===== config.mk =====
export PLATFORM = sky130hd
export DESIGN_NAME = cbd_stream_sampler
export DESIGN_NICKNAME = d
export VERILOG_FILES = /design/src/rtl/cbd_stream_sampler.sv
export SDC_FILE = /design/constraint.sdc
export NUM_CORES = 1
export LEC_CHECK = 0
export ABC_CLOCK_PERIOD_IN_PS = 3400
export BUFFER_PORTS_ARGS = -buffer_cell sky130_fd_sc_hd__clkbuf_2
export CAP_MARGIN = 10
export CORE_MARGIN = 2
export CORE_UTILIZATION = 30
export CTS_CLUSTER_DIAMETER = 40
export DETAILED_ROUTE_END_ITERATION = 8
export PLACE_DENSITY = 0.55
export SETUP_SLACK_MARGIN = 0.3
export SYNTH_ARGS = -nofsm -noshare
export SYNTH_HDL_FRONTEND = slang
export SYNTH_SLANG_ARGS = --single-unit

===== constraint.sdc =====
create_clock -name clk -period 3.4 [get_ports clk]
set_input_delay 0.68 -clock clk [delete_from_list [all_inputs] [get_ports clk]]
set_output_delay 0.68 -clock clk [all_outputs]
set_load 0.1 [all_outputs]

===== src/rtl/cbd_stream_sampler.sv =====
// cbd_stream_sampler
//   Streaming centered-binomial (CBD) sampler for the Kyber polynomial path.
//   PRF bytes arrive on a valid/ready byte stream, are packed LSB first into a
//   small bit buffer, and every 2*ETA buffered bits become one coefficient
//   f = popcount(low ETA bits) - popcount(next ETA bits), in [-ETA, ETA].
//   Exactly 64*ETA bytes are consumed and N coefficients emitted per start.
//
//   Optional feature macro: CBD_MODQ_EN
//     defined   : out_coef = f mod 3329, unsigned in [0, 3328], zero-extended
//     undefined : out_coef = f, two's complement sign-extended to COEF_W
//
// Parameters: ETA (2 or 3), COEF_W (>= 12), N (coefficients per polynomial)
// Ports:
//   clk, reset                 clock, synchronous active-high reset
//   start                      one-cycle request, ignored while busy
//   in_valid/in_data/in_ready  PRF byte stream (consumer side)
//   out_valid/out_ready        coefficient stream (producer side)
//   out_coef/out_idx/out_last  coefficient, its index, last-coefficient flag
//   busy                       polynomial in progress
//   done                       one-cycle pulse after the final coefficient handshake
module cbd_stream_sampler #(
  parameter int ETA    = 2,
  parameter int COEF_W = 12,
  parameter int N      = 256
) (
  input  logic              clk,
  input  logic              reset,
  input  logic              start,
  input  logic              in_valid,
  input  logic [7:0]        in_data,
  output logic              in_ready,
  output logic              out_valid,
  input  logic              out_ready,
  output logic [COEF_W-1:0] out_coef,
  output logic [7:0]        out_idx,
  output logic              out_last,
  output logic              busy,
  output logic              done
);

  // Buffer holds at most (2*ETA-1) leftover bits plus one fresh byte.
  localparam int         BW       = 2 * ETA + 7;
  localparam logic [3:0] TWO_ETA  = 4'(2 * ETA);
  localparam logic [7:0] N_BYTES  = 8'(64 * ETA);
  localparam logic [8:0] N_COEF   = 9'(N);
  localparam logic [8:0] LAST_IDX = 9'(N - 1);

  generate
    if (ETA != 2 && ETA != 3) begin : g_bad_eta
      $error("cbd_stream_sampler: ETA must be 2 or 3");
    end
    if (COEF_W < 12) begin : g_bad_coef_w
      $error("cbd_stream_sampler: COEF_W must be at least 12");
    end
  endgenerate

  typedef enum logic [0:0] {
    S_IDLE = 1'b0,
    S_RUN  = 1'b1
  } state_t;

  // f = popcount(bits[ETA-1:0]) - popcount(bits[2ETA-1:ETA]), 4-bit two's complement
  function automatic logic signed [3:0] cbd_diff(input logic [2*ETA-1:0] bits);
    logic [3:0] a;
    logic [3:0] b;
    a = 4'd0;
    b = 4'd0;
    for (int i = 0; i < ETA; i++) begin
      a = a + {3'b000, bits[i]};
      b = b + {3'b000, bits[ETA+i]};
    end
    return $signed(a - b);
  endfunction

  // Output encoding of one coefficient
  function automatic logic [COEF_W-1:0] encode(input logic signed [3:0] f);
`ifdef CBD_MODQ_EN
    int fi;
    fi = int'(f);
    if (fi < 32'sd0) begin
      fi = fi + 32'sd3329;
    end else begin
      fi = fi;
    end
    return COEF_W'(fi);
`else
    return {{(COEF_W-4){f[3]}}, f};
`endif
  endfunction

  state_t            state_r;
  state_t            state_s;
  logic [BW-1:0]     buf_r;
  logic [3:0]        bit_cnt_r;
  logic [7:0]        byte_cnt_r;
  logic [8:0]        coef_cnt_r;
  logic              run_s;
  logic              accept_s;
  logic              fire_s;
  logic              out_hs_s;
  logic              final_hs_s;

  // Handshake and coefficient-formation qualifiers derived from registered state
  always_comb begin
    run_s      = (state_r == S_RUN);
    in_ready   = run_s && (bit_cnt_r < TWO_ETA) && (byte_cnt_r < N_BYTES);
    accept_s   = in_valid && in_ready;
    out_hs_s   = out_valid && out_ready;
    final_hs_s = out_hs_s && out_last && run_s;
    // A new coefficient may only overwrite the output register once it is free.
    fire_s     = run_s && (bit_cnt_r >= TWO_ETA) && (coef_cnt_r < N_COEF) &&
                 (!out_valid || out_ready);
  end

  assign busy = (state_r == S_RUN);

  // Next-state logic
  always_comb begin
    state_s = state_r;
    case (state_r)
      S_IDLE: begin
        if (start) begin
          state_s = S_RUN;
        end else begin
          state_s = S_IDLE;
        end
      end
      S_RUN: begin
        if (final_hs_s) begin
          state_s = S_IDLE;
        end else begin
          state_s = S_RUN;
        end
      end
      default: state_s = S_IDLE;
    endcase
  end

  // State register
  always_ff @(posedge clk) begin
    if (reset) begin
      state_r <= S_IDLE;
    end else begin
      state_r <= state_s;
    end
  end

  // Bit buffer, counters and registered output stage
  always_ff @(posedge clk) begin
    if (reset) begin
      buf_r      <= '0;
      bit_cnt_r  <= 4'd0;
      byte_cnt_r <= 8'd0;
      coef_cnt_r <= 9'd0;
      out_valid  <= 1'b0;
      out_coef   <= '0;
      out_idx    <= 8'd0;
      out_last   <= 1'b0;
      done       <= 1'b0;
    end else begin
      done <= final_hs_s;
      if ((state_r == S_IDLE) && start) begin
        buf_r      <= '0;
        bit_cnt_r  <= 4'd0;
        byte_cnt_r <= 8'd0;
        coef_cnt_r <= 9'd0;
      end else if (accept_s) begin
        // Bits above the occupancy are always zero, so OR appends the byte.
        buf_r      <= buf_r | (BW'(in_data) << bit_cnt_r);
        bit_cnt_r  <= bit_cnt_r + 4'd8;
        byte_cnt_r <= byte_cnt_r + 8'd1;
      end else if (fire_s) begin
        buf_r      <= buf_r >> TWO_ETA;
        bit_cnt_r  <= bit_cnt_r - TWO_ETA;
        coef_cnt_r <= coef_cnt_r + 9'd1;
      end else begin
        buf_r <= buf_r;
      end

      if (fire_s) begin
        out_valid <= 1'b1;
        out_coef  <= encode(cbd_diff(buf_r[2*ETA-1:0]));
        out_idx   <= coef_cnt_r[7:0];
        out_last  <= (coef_cnt_r == LAST_IDX);
      end else if (out_hs_s) begin
        out_valid <= 1'b0;
      end else begin
        out_valid <= out_valid;
      end
    end
  end

endmodule


==> flow_summary_export.csv <==
group,metric,value,unit
timing,post-route-min-period,2.47,ns
power,ir_worst_vdd,0.230,mV
floorplanning,die_w,86.2,µm
layout,diodes,0,
yosys,syn_inst,243,
yosys,yosysSeqAreaShare,44.5,%
yosys,ys_types,34,
grt,grt_usage,12.2,%
clock_tree,clk_path_buf_depth,2,
setup_path,crit_path_max_fanout,14,
floorplanning,core_area,0.00642,mm²
route,ant_nets,0,
run_status,outcome,"completed",
layout,areaGrowthSynthToFinish,15.4,%
setup_path,crit_path_start_kind,"flop",
placement,port_buffers,37,
setup_path,arrival,2.71,ns
power,total_power,1050,µW
clock_tree,clk_pin_slew_worst_paths,0.08,ns
timing,fin_worst_skew,0.00811,ns
route,routed_via_density,4.80,
clock_tree,cts_tree,"done",
timing,max_clock_freq,0.405,GHz
layout,instances_no_fill,348,
timing,finalMaxSlewViolations,0,
clock_tree,clock-root-buffer,"clkbuf_8",
clock_tree,clk_latency,0.30,ns
grt,antenna_found_initial,0,
floorplanning,die_h,86.2,µm
placement,placedCellCount,340,
route,dr.pass1.iters,4,
layout,final_cell_mix,"45 x dfxtp_1, 37 x clkbuf_2, 33 x nand2_1, 30 x a21oi_1, 26 x nor2_1",
floorplanning,die-area,0.00743,mm²
timing,setup_viol_count_final,0,
setup_path,path_class,"reg -> reg",
route,vias,1672,
route,drt-total-wl,4.19,mm
clock_tree,htreeDepth,2,
layout,nNetsFinal,291,
placement,post-dp-hpwl,3.03,mm
clock_tree,cts_sinks,45,
clock_tree,numCtsBuffers,5,
setup_path,cp-end-kind,"flop",
floorplanning,io_pins,38,
grt,grt_pass1_wl,7.18,mm
route,first_iter_violations,66,
timing,fin_crit_sh,72.7,%
yosys,synth_nets,264,
route,route.detailed.drc,0,
layout,multiInputGateArea,986,µm²
placement,gp_congestion,0.850,
yosys,ys_seq_elements,45,
timing,rsz0062_at_grt,"false",
worst_hold_path,hp-class,"reg -> reg",
route,post_drt_wl_per_cell,12.0,µm
yosys,syn_area,0.00203,mm²
timing,finalHoldViolations,0,
timing,fin_setup_tns,0,ns
layout,seq_area,901,µm²
layout,n_fill_cell,661,
clock_tree,post_cts_resized,0,
floorplanning,initial_core_util,31.5,%
grt,overflow,0,
yosys,avgSynthCellArea,8.34,µm²
grt,grt_max_degree,23,
flow_run,cap_violations,0,
power,p_per_area,450,mW/mm²
yosys,yosys_warnings,0,
clock_tree,ctsHoldBuffers,0,
timing,max_slew_margin,59.5,%
floorplanning,num_rows,29,
layout,drive_gt1_share,18.1,%
power,static-leakage-power,0.000867,µW
grt,grt_pass1_vias,1550,
layout,layout_commonest_cell,"dfxtp_1",
layout,final_core_util,36.4,%
setup_path,required,3.64,ns
timing,worst_pin_slew,0.602,ns
clock_tree,cts_setup_buffers,0,
-- synth_stat cells --
library cell / instances / area share, %
xor2_1: 6 / 2.6
ha_1: 7 / 4.3
nor3_1: 4 / 0.99
buf_4: 9 / 3.3
clkbuf_1: 11 / 2.0
a22o_1: 3 / 1.3
a41oi_1: 1 / 0.43
nor4_1: 2 / 0.62
o21ai_0: 13 / 3.2
and4b_1: 1 / 0.49
or4_4: 1 / 0.56
nand2b_1: 1 / 0.31
nor3b_1: 2 / 0.74
and2_1: 2 / 0.62
a21oi_1: 30 / 7.4
inv_1: 8 / 1.5
nand3_1: 8 / 2.0
nand2_1: 33 / 6.1
mux2i_1: 4 / 2.0
a211oi_1: 2 / 0.74
nand4b_1: 1 / 0.43
a22oi_1: 3 / 1.1
or3_1: 2 / 0.62
or2_0: 1 / 0.31
nor2b_1: 4 / 1.2
nor2_1: 26 / 4.8
dfxtp_1: 45 / 44
or4_1: 1 / 0.37
xnor2_1: 5 / 2.2
o31ai_1: 1 / 0.37
o21a_1: 1 / 0.37
fa_1: 1 / 0.99
or3b_4: 1 / 0.56
nand4_1: 3 / 0.93
-- final timing paths --
kind / startpoint / depth (start not counted) / endpoint / slack [ns]
setup / recovery: bit_cnt_r[2]$_SDFFE_PP0P_ / 6 / coef_cnt_r[7]$_SDFFE_PP0P_ / 0.93
hold / removal: out_idx[7]$_SDFFE_PP0P_ / 2 / out_idx[7]$_SDFFE_PP0P_ / 0.46
setup reg to reg: bit_cnt_r[2]$_SDFFE_PP0P_ / 6 / coef_cnt_r[7]$_SDFFE_PP0P_ / 0.93
hold reg to reg: out_idx[7]$_SDFFE_PP0P_ / 2 / out_idx[7]$_SDFFE_PP0P_ / 0.46
-- sequential cells by signal, summed over array words and instances, names as in the netlist --
signal	flops
out_coef	3
out_last	1
out_idx	8
busy	1
buf_r	11
bit_cnt_r	2
coef_cnt_r	9
out_valid	1
done	1
byte_cnt_r	8
-- critical path, cell delays in order (launching register included) --
cell,delay (ns)
dfxtp_1,0.51
inv_1,0.14
ha_1,0.25
and4b_1,0.39
or4_4,0.63
or3_1,0.36
a21oi_1,0.13
-- through the flow --
step,instance area [µm²],hold WS [ns],setup WS [ns]
after floorplan,2030,0.446,0.314
after global placement,2220,0.442,0.999
after global routing,2340,0.482,0.755
final,2340,0.456,0.929
after CTS,2340,0.461,0.921
after detailed placement,2220,0.449,0.948
-- metal layers --
layer	GRT usage, %	vias to the layer above	wire length (µm)
li1	-	874	-
met1	17.3	747	2140
met2	17.8	45	1770
met3	3.05	6	222
met4	4.69	0	57
met5	0	-	0
-- power by group --
group | leakage (µW) | internal (µW) | total (µW) | switching, µW
sequential | 0.000363 | 534 | 541 | 7.29
combinational | 0.000445 | 26.5 | 91.6 | 65.1
clock | 0.0000585 | 240 | 418 | 178
total | 0.000867 | 800 | 1050 | 251
-- cells by family (layout without fill, tap and decap cells) --
group                      Yosys count  count (layout)  share of synthesized area [%]
buffers and inverters               28              56                           6.86
DFF                                 45              45                           44.5
and+or+nand+nor                     93              93                           21.7
AOI/OAI and AO/OA                   54              54                           14.9
xor gates and xnor gates            11              11                           4.76
muxes                                4               4                           1.98
adders and majority gates            8               8                           5.31
-- final cells by class --
cell class / instances / area share, %
multi-input combinational: 170 / 42.2
inverter: 8 / 1.28
tap: 77 / 4.12
timing repair buffer: 40 / 8.89
sequential: 45 / 38.5
clock buffer: 7 / 3.69
clock inverter: 1 / 1.28
(Power assumes the default switching activity.)
